$ cat config.mk
export PLATFORM = sky130hd
export DESIGN_NAME = pw_access_ctrl_flat
export DESIGN_NICKNAME = d
export VERILOG_FILES = /design/src/rtl/pw_pkg.sv /design/src/rtl/pw_access_ctrl_if.sv /design/src/rtl/pw_sec_timer.sv /design/src/rtl/pw_access_ctrl.sv /design/src/flat_wrapper.sv
export SDC_FILE = /design/constraint.sdc
export NUM_CORES = 1
export LEC_CHECK = 0
export ABC_CLOCK_PERIOD_IN_PS = 1900
export CAP_MARGIN = 20
export CELL_PAD_IN_SITES_DETAIL_PLACEMENT = 0
export CELL_PAD_IN_SITES_GLOBAL_PLACEMENT = 2
export CORE_ASPECT_RATIO = 1.5
export CORE_MARGIN = 3
export CORE_UTILIZATION = 23
export DETAILED_ROUTE_END_ITERATION = 6
export PLACE_DENSITY_LB_ADDON = 0.1
export SLEW_MARGIN = 20
export SYNTH_ARGS = -nofsm -noshare
export SYNTH_HDL_FRONTEND = slang
export SYNTH_HIERARCHICAL = 1
export SYNTH_SLANG_ARGS = --single-unit
$ cat constraint.sdc
create_clock -name clk -period 1.9 [get_ports clk]
set_clock_uncertainty 0.2 [all_clocks]
set_input_delay 0.285 -clock clk [delete_from_list [all_inputs] [get_ports clk]]
set_output_delay 0.285 -clock clk [all_outputs]
set_load 0.02 [all_outputs]
$ cat src/rtl/pw_pkg.sv
// rtl/pw_pkg.sv - shared types and widths for the password access sequencer
package pw_pkg;

  localparam int STATE_W      = 3;
  localparam int TIMER_W      = 7;
  localparam int SW_W         = 10;
  localparam int LOCK_KEY_BIT = 9;

  typedef enum logic [STATE_W-1:0] {
    ST_IDLE     = 3'd0,
    ST_ENTRY    = 3'd1,
    ST_UNLOCKED = 3'd2,
    ST_LOCKOUT  = 3'd3
  } pw_state_e;

endpackage

$ cat src/rtl/pw_access_ctrl_if.sv
// rtl/pw_access_ctrl_if.sv - switch/checker/display signal bundle for pw_access_ctrl
interface pw_access_ctrl_if;
  import pw_pkg::*;

  logic                tick;
  logic [SW_W-1:0]     sw_pulse;
  logic                check_done;
  logic                check_pass;
  logic [SW_W-1:0]     sw_gated;
  logic                pw_clear;
  logic                unlocked;
  logic [STATE_W-1:0]  state_code;
  logic [3:0]          fail_count;
  logic [TIMER_W-1:0]  timer_secs;

  modport master (
    output tick, sw_pulse, check_done, check_pass,
    input  sw_gated, pw_clear, unlocked, state_code, fail_count, timer_secs
  );

  modport slave (
    input  tick, sw_pulse, check_done, check_pass,
    output sw_gated, pw_clear, unlocked, state_code, fail_count, timer_secs
  );

endinterface

$ cat src/rtl/pw_sec_timer.sv
// rtl/pw_sec_timer.sv - loadable seconds down-counter; zero_evt_o flags the tick that takes it 1 -> 0
module pw_sec_timer
  import pw_pkg::*;
(
  input  logic               clk,
  input  logic               rst,
  input  logic               load_i,
  input  logic [TIMER_W-1:0] load_val_i,
  input  logic               tick_i,
  output logic [TIMER_W-1:0] count_o,
  output logic               zero_evt_o
);

  logic [TIMER_W-1:0] count_q, count_d;

  always_comb begin
    count_d = count_q;
    if (load_i) begin
      count_d = load_val_i;
    end else if (tick_i && (count_q != '0)) begin
      count_d = count_q - 1'b1;
    end
  end

  always_ff @(posedge clk) begin
    if (rst) begin
      count_q <= '0;
    end else begin
      count_q <= count_d;
    end
  end

  // Not gated by load_i so the caller can rank reload against expiry without a comb loop.
  assign zero_evt_o = tick_i && (count_q == TIMER_W'(1));
  assign count_o    = count_q;

endmodule

$ cat src/rtl/pw_access_ctrl.sv
// rtl/pw_access_ctrl.sv - access sequencer for the switch-password lock
// PW_ESCALATE_EN: doubles the lockout time per consecutive lockout (saturating at 4x).
module pw_access_ctrl
  import pw_pkg::*;
#(
  parameter int unsigned MAX_FAILS   = 3,
  parameter int unsigned LOCK_SECS   = 30,
  parameter int unsigned UNLOCK_SECS = 10,
  parameter int unsigned IDLE_SECS   = 5
) (
  input  logic           clk,
  input  logic           rst,
  pw_access_ctrl_if.slave bus
);

  localparam logic [3:0]         MAX_F    = 4'(MAX_FAILS);
  localparam logic [TIMER_W-1:0] LOCK_T   = TIMER_W'(LOCK_SECS);
  localparam logic [TIMER_W-1:0] UNLOCK_T = TIMER_W'(UNLOCK_SECS);
  localparam logic [TIMER_W-1:0] IDLE_T   = TIMER_W'(IDLE_SECS);

  pw_state_e          state_q, state_d;
  logic [3:0]         fail_q, fail_d;
  logic               clr_q, clr_d;
  logic               t_load;
  logic [TIMER_W-1:0] t_val;
  logic [TIMER_W-1:0] t_count;
  logic               t_zero;
  logic [TIMER_W-1:0] lock_val;
  logic               any_sw;

`ifdef PW_ESCALATE_EN
  logic [1:0] level_q, level_d;
  assign lock_val = LOCK_T << level_q;
`else
  assign lock_val = LOCK_T;
`endif

  assign any_sw = |bus.sw_pulse;

  pw_sec_timer u_timer (
    .clk        (clk),
    .rst        (rst),
    .load_i     (t_load),
    .load_val_i (t_val),
    .tick_i     (bus.tick),
    .count_o    (t_count),
    .zero_evt_o (t_zero)
  );

  always_comb begin
    state_d = state_q;
    fail_d  = fail_q;
    clr_d   = 1'b0;
    t_load  = 1'b0;
    t_val   = '0;
`ifdef PW_ESCALATE_EN
    level_d = level_q;
`endif
    case (state_q)
      ST_IDLE: begin
        if (any_sw) begin
          state_d = ST_ENTRY;
          t_load  = 1'b1;
          t_val   = IDLE_T;
        end
      end
      ST_ENTRY: begin
        // Verdict outranks both reload and timeout.
        if (bus.check_done) begin
          if (bus.check_pass) begin
            state_d = ST_UNLOCKED;
            fail_d  = '0;
            t_load  = 1'b1;
            t_val   = UNLOCK_T;
`ifdef PW_ESCALATE_EN
            level_d = '0;
`endif
          end else if (fail_q + 4'd1 == MAX_F) begin
            state_d = ST_LOCKOUT;
            fail_d  = MAX_F;
            t_load  = 1'b1;
            t_val   = lock_val;
`ifdef PW_ESCALATE_EN
            level_d = (level_q == 2'd2) ? 2'd2 : level_q + 2'd1;
`endif
          end else begin
            state_d = ST_IDLE;
            fail_d  = fail_q + 4'd1;
            clr_d   = 1'b1;
            t_load  = 1'b1;
          end
        end else if (any_sw) begin
          t_load = 1'b1;
          t_val  = IDLE_T;
        end else if (t_zero) begin
          state_d = ST_IDLE;
          clr_d   = 1'b1;
        end
      end
      ST_UNLOCKED: begin
        if (bus.sw_pulse[LOCK_KEY_BIT]) begin
          state_d = ST_IDLE;
          clr_d   = 1'b1;
          t_load  = 1'b1;
        end else if (t_zero) begin
          state_d = ST_IDLE;
          clr_d   = 1'b1;
        end
      end
      ST_LOCKOUT: begin
        if (t_zero) begin
          state_d = ST_IDLE;
          fail_d  = '0;
          clr_d   = 1'b1;
        end
      end
      default: begin
        state_d = ST_IDLE;
        t_load  = 1'b1;
      end
    endcase
  end

  always_ff @(posedge clk) begin
    if (rst) begin
      state_q <= ST_IDLE;
      fail_q  <= '0;
      clr_q   <= 1'b0;
`ifdef PW_ESCALATE_EN
      level_q <= '0;
`endif
    end else begin
      state_q <= state_d;
      fail_q  <= fail_d;
      clr_q   <= clr_d;
`ifdef PW_ESCALATE_EN
      level_q <= level_d;
`endif
    end
  end

  assign bus.sw_gated   = (state_q == ST_IDLE || state_q == ST_ENTRY) ? bus.sw_pulse : '0;
  assign bus.pw_clear   = clr_q;
  assign bus.unlocked   = (state_q == ST_UNLOCKED);
  assign bus.state_code = state_q;
  assign bus.fail_count = fail_q;
  assign bus.timer_secs = t_count;

endmodule
$ cat src/flat_wrapper.sv
// flat-port wrapper written by rule: the top's interface ports become plain ports
module pw_access_ctrl_flat import pw_pkg::*;
#(
  parameter int unsigned MAX_FAILS   = 3,
  parameter int unsigned LOCK_SECS   = 30,
  parameter int unsigned UNLOCK_SECS = 10,
  parameter int unsigned IDLE_SECS   = 5
)
  (clk, rst, bus_tick, bus_sw_pulse, bus_check_done, bus_check_pass, bus_sw_gated, bus_pw_clear, bus_unlocked, bus_state_code, bus_fail_count, bus_timer_secs);
  pw_access_ctrl_if bus_i ();
  input  logic clk;
  input  logic rst;
  input wire logic [$bits(bus_i.tick)-1:0] bus_tick;
  input wire logic [$bits(bus_i.sw_pulse)-1:0] bus_sw_pulse;
  input wire logic [$bits(bus_i.check_done)-1:0] bus_check_done;
  input wire logic [$bits(bus_i.check_pass)-1:0] bus_check_pass;
  output wire logic [$bits(bus_i.sw_gated)-1:0] bus_sw_gated;
  output wire logic [$bits(bus_i.pw_clear)-1:0] bus_pw_clear;
  output wire logic [$bits(bus_i.unlocked)-1:0] bus_unlocked;
  output wire logic [$bits(bus_i.state_code)-1:0] bus_state_code;
  output wire logic [$bits(bus_i.fail_count)-1:0] bus_fail_count;
  output wire logic [$bits(bus_i.timer_secs)-1:0] bus_timer_secs;
  assign bus_i.tick = bus_tick;
  assign bus_i.sw_pulse = bus_sw_pulse;
  assign bus_i.check_done = bus_check_done;
  assign bus_i.check_pass = bus_check_pass;
  assign bus_sw_gated = bus_i.sw_gated;
  assign bus_pw_clear = bus_i.pw_clear;
  assign bus_unlocked = bus_i.unlocked;
  assign bus_state_code = bus_i.state_code;
  assign bus_fail_count = bus_i.fail_count;
  assign bus_timer_secs = bus_i.timer_secs;
  pw_access_ctrl #(.MAX_FAILS(MAX_FAILS), .LOCK_SECS(LOCK_SECS), .UNLOCK_SECS(UNLOCK_SECS), .IDLE_SECS(IDLE_SECS)) u_core (.clk(clk), .rst(rst), .bus(bus_i));
endmodule
==> results_dict.tcl, run 1 <==
set metrics [dict create \
    dr.first_iter.drc_count 28 \
    period_share 0.983 \
    synth_cell_type_count 53 \
    fin_ws_ps 32.7 \
    min_period_ps 1870 \
    cts_hold_buffers 0 \
    switching_power_uw 253 \
    p_seq_frac 0.403 \
    ys.warnings.count 6 \
    cts-htree-levels 1 \
    end_kind "flip-flop" \
    startpoint "u_core/u_timer/count_o[0]$_SDFFE_PP0P_" \
    critPathKind "flip-flop to flip-flop" \
    overflow 0 \
    netlist.area_leader.share 0.251 \
    start_util 0.243 \
    arrival_ps 1830 \
    netlist_top_cells_area "dfxtp_1 25%, nor2_1 6.0%, and2_1 5.8%" \
    setup_viol 0 \
    die_y_um 94.3 \
    synth_top_area_cell "dfxtp_1" \
    root_buffer "clkbuf_8" \
    clock_sink_count 15 \
    synth_edf_count 0 \
    switching_share 0.298 \
    die_area_um2 6120 \
    vdd_drop_max_mv 0.167 \
    ys_seq_area_frac 0.251 \
    via_count 1329 \
    p_comb_frac 0.287 \
    grt_max_degree 13 \
    ys.flop_type "dfxtp_1" \
    dieWidth_um 64.9 \
    place_ws_ps -492 \
    holdWs_ps 352 \
    layout_common_cells "31 x buf_4, 19 x nor2_1, 15 x dlygate4sd2_1" \
    yosys_register_bits 15 \
    grt_pass1_wl_mm 6.11 \
    track_usage 0.127 \
    antenna_found_initial 0 \
    rsz0062_at_grt "true" \
    placed_cells 281 \
    post-route-drc-count 0 \
    io_pins 41 \
    stdcell_count 286 \
    maxCapViolCount 0 \
    synth_cells 146 \
    numCtsBuffers 3 \
    r2r_end "u_core/u_timer/count_o[3]$_SDFFE_PP0P_" \
    clock_power_share 0.311 \
    hold_class "flip-flop to flip-flop" \
    synthArstFlopShare 0 \
    insertedDiodeCount 0 \
    syn_to_final_growth_pct 66.6 \
    hold_violations 0 \
    fp.coreArea_um2 4930 \
    fmax_mhz 536 \
    cts.clk_slew.worst_paths_ps 70 \
    cp-endpoint "u_core/u_timer/count_o[3]$_SDFFE_PP0P_" \
    place_congestion 0.700 \
    final_common_cell "buf_4" \
    cts_tree "built" \
    tns_ps 0 \
    crit_path_start_kind "flip-flop" \
    io_buffer_count 40 \
    wl_per_cell_um 13.3 \
    slew_violations 0 \
    firstDrtPassIters 4 \
    status "finished clean" \
    hpwlAfterDp_mm 3.16 \
    clock_latency_ps 250 \
    drive_above_1_share 0.300 \
    avgViaCountPerCell 4.65 \
    syn-mean-instance-area_um2 8.19 \
    leakage_uw 0.000918 \
    synth_area_um2 1200 \
    power_density_nw_per_um2 425 \
    clock_path_buffers 2 \
    fp-row-count 31 \
    cp_max_fo 8 \
    intPower_uw 595 \
    r2r-start "u_core/u_timer/count_o[0]$_SDFFE_PP0P_" \
    final_util 0.405 \
    ant_nets 0 \
    r2r_slack_ps 30 \
    critPathRequiredTime_ps 1860 \
    grt_pass1_vias 1411 \
    wirelength_mm 3.81 \
    r2r_cells 4 \
    layout.nets 241 \
]
sequential cells by signal, indices dropped and copies added (netlist names):
name and count:
u_core/bus.fail_count 4, u_core/bus.pw_clear 1, u_core/bus.state_code 3, u_core/u_timer/count_o 7
final cells by class:
cell class                 instances  area [µm²]
inverter                          11        41.3
clock buffer                       3        41.3
multi-input combinational        118         875
timing repair buffer              72         643
clock inverter                     1        5.00
fill                             555        2930
tap                               66        82.6
sequential                        15         305
worst min path at each step:
| stage | slack [ps] | start | depth (start not counted) | end |
|---|---|---|---|---|
| 2_1_floorplan | 140 | rst | 1 | u_core/bus.state_code[0]$_SDFFE_PP0P_ |
| 3_3_place_gp | 320 | u_core/bus.fail_count[3]$_SDFFE_PP0P_ | 2 | u_core/bus.fail_count[3]$_SDFFE_PP0P_ |
| 3_5_place_dp | 330 | u_core/bus.fail_count[3]$_SDFFE_PP0P_ | 2 | u_core/bus.fail_count[3]$_SDFFE_PP0P_ |
| 4_1_cts | 340 | u_core/bus.fail_count[3]$_SDFFE_PP0P_ | 2 | u_core/bus.fail_count[3]$_SDFFE_PP0P_ |
| 5_1_grt | 410 | u_core/bus.fail_count[3]$_SDFFE_PP0P_ | 2 | u_core/bus.fail_count[3]$_SDFFE_PP0P_ |
| 6_report | 350 | u_core/bus.fail_count[3]$_SDFFE_PP0P_ | 2 | u_core/bus.fail_count[3]$_SDFFE_PP0P_ |
per-stage QoR:
step	instance area, µm²	total power (µW)
final	1990	847
after CTS	1950	862
after detailed placement	1910	601
after global placement	1910	600
after global routing	1990	900
after floorplan	1210	459
cells by family (layout without fill, tap and decap cells):
family,count (synthesis),in the layout,share of synthesized area
DFF,15,15,0.251
AOI/OAI and AO/OA,37,37,0.223
other,1,3,0.00314
muxes,1,1,0.0125
buffers and inverters,15,87,0.0513
adders and majority gates,5,5,0.0523
and+or+nand+nor,72,72,0.407
Yosys cell counts, types with 3 or more instances:
cell type,count
ha_1,5
a21oi_1,11
nand3b_1,3
dfxtp_1,15
o21ai_1,4
nand2_1,6
nor3_1,3
nor2_1,19
inv_1,11
and2_1,11
nor2b_1,5
worst max-delay path, cell delays in order (launching register included):
cell and delay, ps:
dfxtp_1 320, buf_4 160, or4b_4 540, or3_1 340
a221oi_2 220
timing repair:
item,4_1_cts,5_1_grt
resized for setup,24,20
pin swaps,5,10
endpoints found under the setup margin,25,14
setup buffers,1,0
hold endpoints to repair,0,0
power groups by stage:
stage / clock network (µW) / logic (µW) / registers, µW
final: 263 / 243 / 341
after global routing: 294 / 262 / 343
after CTS: 280 / 242 / 341
after detailed placement: 0 / 254 / 347
after global placement: 0 / 254 / 347
after floorplan: 0 / 103 / 356
layer usage:
metal,share of wire,track usage,vias to the layer above,wire (µm)
met4,0.011,0.0494,0,42
met2,0.56,0.260,35,2140
met1,0.38,0.121,617,1430
met3,0.050,0.0216,4,192
li1,-,-,673,-
met5,0,0,-,0
(Power assumes the default switching activity.)
==> inputs of run 2 (changes only) <==
- ABC_CLOCK_PERIOD_IN_PS: 1900 -> 2100
- CELL_PAD_IN_SITES_GLOBAL_PLACEMENT: 2 -> 1
- CORE_UTILIZATION: 23 -> 32
- clock period: 1.9 -> 2.1 ns (I/O delays scaled with it)
==> results_dict.tcl, run 2 (same netlist as run 1, synthesis figures left out) <==
set metrics [dict create \
    status "finished clean" \
    multi_input_area_um2 865 \
    drive_above_1_share 0.225 \
    antenna_found_initial 0 \
    insertedDiodeCount 0 \
    start_util 0.340 \
    largest_reg_flops 7 \
    fp-row-count 26 \
    cts_hold_buffers 0 \
    tns_ps 0 \
    intPower_uw 540 \
    r2r_cells 7 \
    critPathKind "input pin to flip-flop" \
    switching_share 0.294 \
    total_power_uw 764 \
    wirelength_mm 3.48 \
    arrival_ps 1960 \
    maxCapViolCount 0 \
    cp_common_cell "buf_4" \
    r2r_slack_ps 140 \
    track_usage 0.158 \
    io_buffer_count 40 \
    root_buffer "clkbuf_8" \
    fmax_mhz 492 \
    clock_path_buffers 2 \
    setup_viol 0 \
    dr.first_iter.drc_count 24 \
    min_period_ps 2030 \
    clock_sink_count 15 \
    r2r-start "u_core/bus.fail_count[0]$_SDFFE_PP0P_" \
    slowest_stage "clkdlybuf4s50_1" \
    grt_pass1_wl_mm 5.81 \
    power_density_nw_per_um2 401 \
    startpoint "bus_sw_pulse[5]" \
    vdd_drop_max_mv 0.247 \
    grt_max_degree 12 \
    p_seq_frac 0.402 \
    cts-htree-levels 1 \
    hold_violations 0 \
    die_area_um2 4520 \
    via_count 1315 \
    fp.coreArea_um2 3510 \
    cp_cell_sequence "clkdlybuf4s50_1, nor4_4, nand3_2, buf_4, buf_4, mux2_4, o221ai_2, a21oi_2" \
    die_y_um 80.9 \
    period_share 0.968 \
    cts.clk_slew.worst_paths_ps 60 \
    critPathMaxStageDelay_ps 450 \
    cp_max_fo 4 \
    ant_nets 0 \
    avgViaCountPerCell 5.16 \
    place_congestion 0.858 \
    critPathRequiredTime_ps 2020 \
    seq_area_um2 300 \
    crit_path_start_kind "input pin" \
    layout_common_cells "24 x clkdlybuf4s50_1, 24 x buf_4, 19 x nor2_1" \
    firstDrtPassIters 4 \
    leakage_uw 0.000819 \
    hold_class "flip-flop to flip-flop" \
    clock_power_share 0.310 \
    io_pins 41 \
    post-route-drc-count 0 \
    syn_to_final_growth_pct 59.2 \
    clock_latency_ps 250 \
    overflow 0 \
    grt_pass1_vias 1346 \
    cp-endpoint "u_core/bus.state_code[0]$_SDFFE_PP0P_" \
    cts_tree "built" \
    switching_power_uw 224 \
    r2r_end "u_core/u_timer/count_o[2]$_SDFFE_PP0P_" \
    p_comb_frac 0.288 \
    numCtsBuffers 3 \
    fillers 366 \
    hpwlAfterDp_mm 2.81 \
    wl_per_cell_um 13.7 \
    dieWidth_um 55.9 \
    slew_violations 0 \
    end_kind "flip-flop" \
    layout.nets 234 \
]
[run 2: cell types whose count changed in the layout (fill, tap and decap cells not counted), moves of 2 or more]
cell	previous run	this run
buf_4	31	24
ha_1	3	5
dlygate4sd2_1	15	11
ha_2	2	0
dfxtp_1	11	15
dlymetal6s2s_1	9	5
dfxtp_2	4	0
clkdlybuf4s15_1	3	0
or4b_4	2	0
clkdlybuf4s50_1	12	24
or4b_1	0	2
[run 2: cell type report]
cell class	instances	share of cell area
Multi-Input combinational cell	118	0.454
Inverter	11	0.0217
Clock inverter	1	0.00263
Sequential cell	15	0.158
Clock buffer	3	0.0217
Timing Repair Buffer	65	0.315
Tap cell	42	0.0276
[run 2: worst min-delay path by stage]
| stage | from | to | slack (ps) | cells past startpoint |
|---|---|---|---|---|
| floorplan | rst | u_core/bus.state_code[0]$_SDFFE_PP0P_ | 180 | 1 |
| global placement | u_core/bus.fail_count[3]$_SDFFE_PP0P_ | u_core/bus.fail_count[3]$_SDFFE_PP0P_ | 310 | 2 |
| detailed placement | u_core/bus.fail_count[3]$_SDFFE_PP0P_ | u_core/bus.fail_count[3]$_SDFFE_PP0P_ | 330 | 2 |
| CTS | u_core/bus.fail_count[3]$_SDFFE_PP0P_ | u_core/bus.fail_count[3]$_SDFFE_PP0P_ | 340 | 2 |
| global route | u_core/bus.fail_count[3]$_SDFFE_PP0P_ | u_core/bus.fail_count[3]$_SDFFE_PP0P_ | 370 | 2 |
| finish | u_core/bus.fail_count[3]$_SDFFE_PP0P_ | u_core/bus.fail_count[3]$_SDFFE_PP0P_ | 330 | 2 |
[run 2: power groups by stage]
stage / Clock [µW] / Sequential, µW / Combinational, µW
2_1_floorplan: 0 / 322 / 93.4
3_3_place_gp: 0 / 311 / 224
3_5_place_dp: 0 / 312 / 227
4_1_cts: 248 / 306 / 220
5_1_grt: 262 / 309 / 240
6_report: 237 / 307 / 220
[run 2: through the flow]
| stage | instances | util | instance area (µm²) | setup WS [ps] | hold WS (ps) |
|---|---|---|---|---|---|
| 2_1_floorplan | 148 | - | 1200 | 66.9 | 177 |
| 3_3_place_gp | 250 | 0.521 | 1830 | -209 | 314 |
| 3_5_place_dp | 250 | 0.521 | 1830 | -260 | 327 |
| 4_1_cts | 254 | 0.530 | 1860 | 5.85 | 338 |
| 5_1_grt | 255 | 0.542 | 1900 | -13.5 | 375 |
| 6_report | 255 | 0.542 | 1900 | 68.0 | 332 |
[run 2: worst max-delay path: cells and delay by family]
| kind | cells | cell delay [ps] |
|---|---|---|
| AO/OA/AOI/OAI | 2 | 250 |
| multiplexers | 1 | 300 |
| AND/OR/NAND/NOR | 2 | 360 |
| buffers and inverters | 3 | 740 |
[run 2: timing repair]
item / CTS / global route
setup buffers: 0 / 1
gates resized for setup: 11 / 10
cloned: 0 / 0
endpoints found under the setup margin: 11 / 9
pin swaps: 0 / 4
endpoints found under the hold margin: 0 / 0
[run 2: routing by layer]
layer  routed length (µm)  global-route usage  up-vias
met2                 1800               0.302       37
met1                 1450               0.165      608
met4                   81              0.0665        0
li1                     -                   -      662
met3                  147              0.0334        8
met5                    0                   0        -
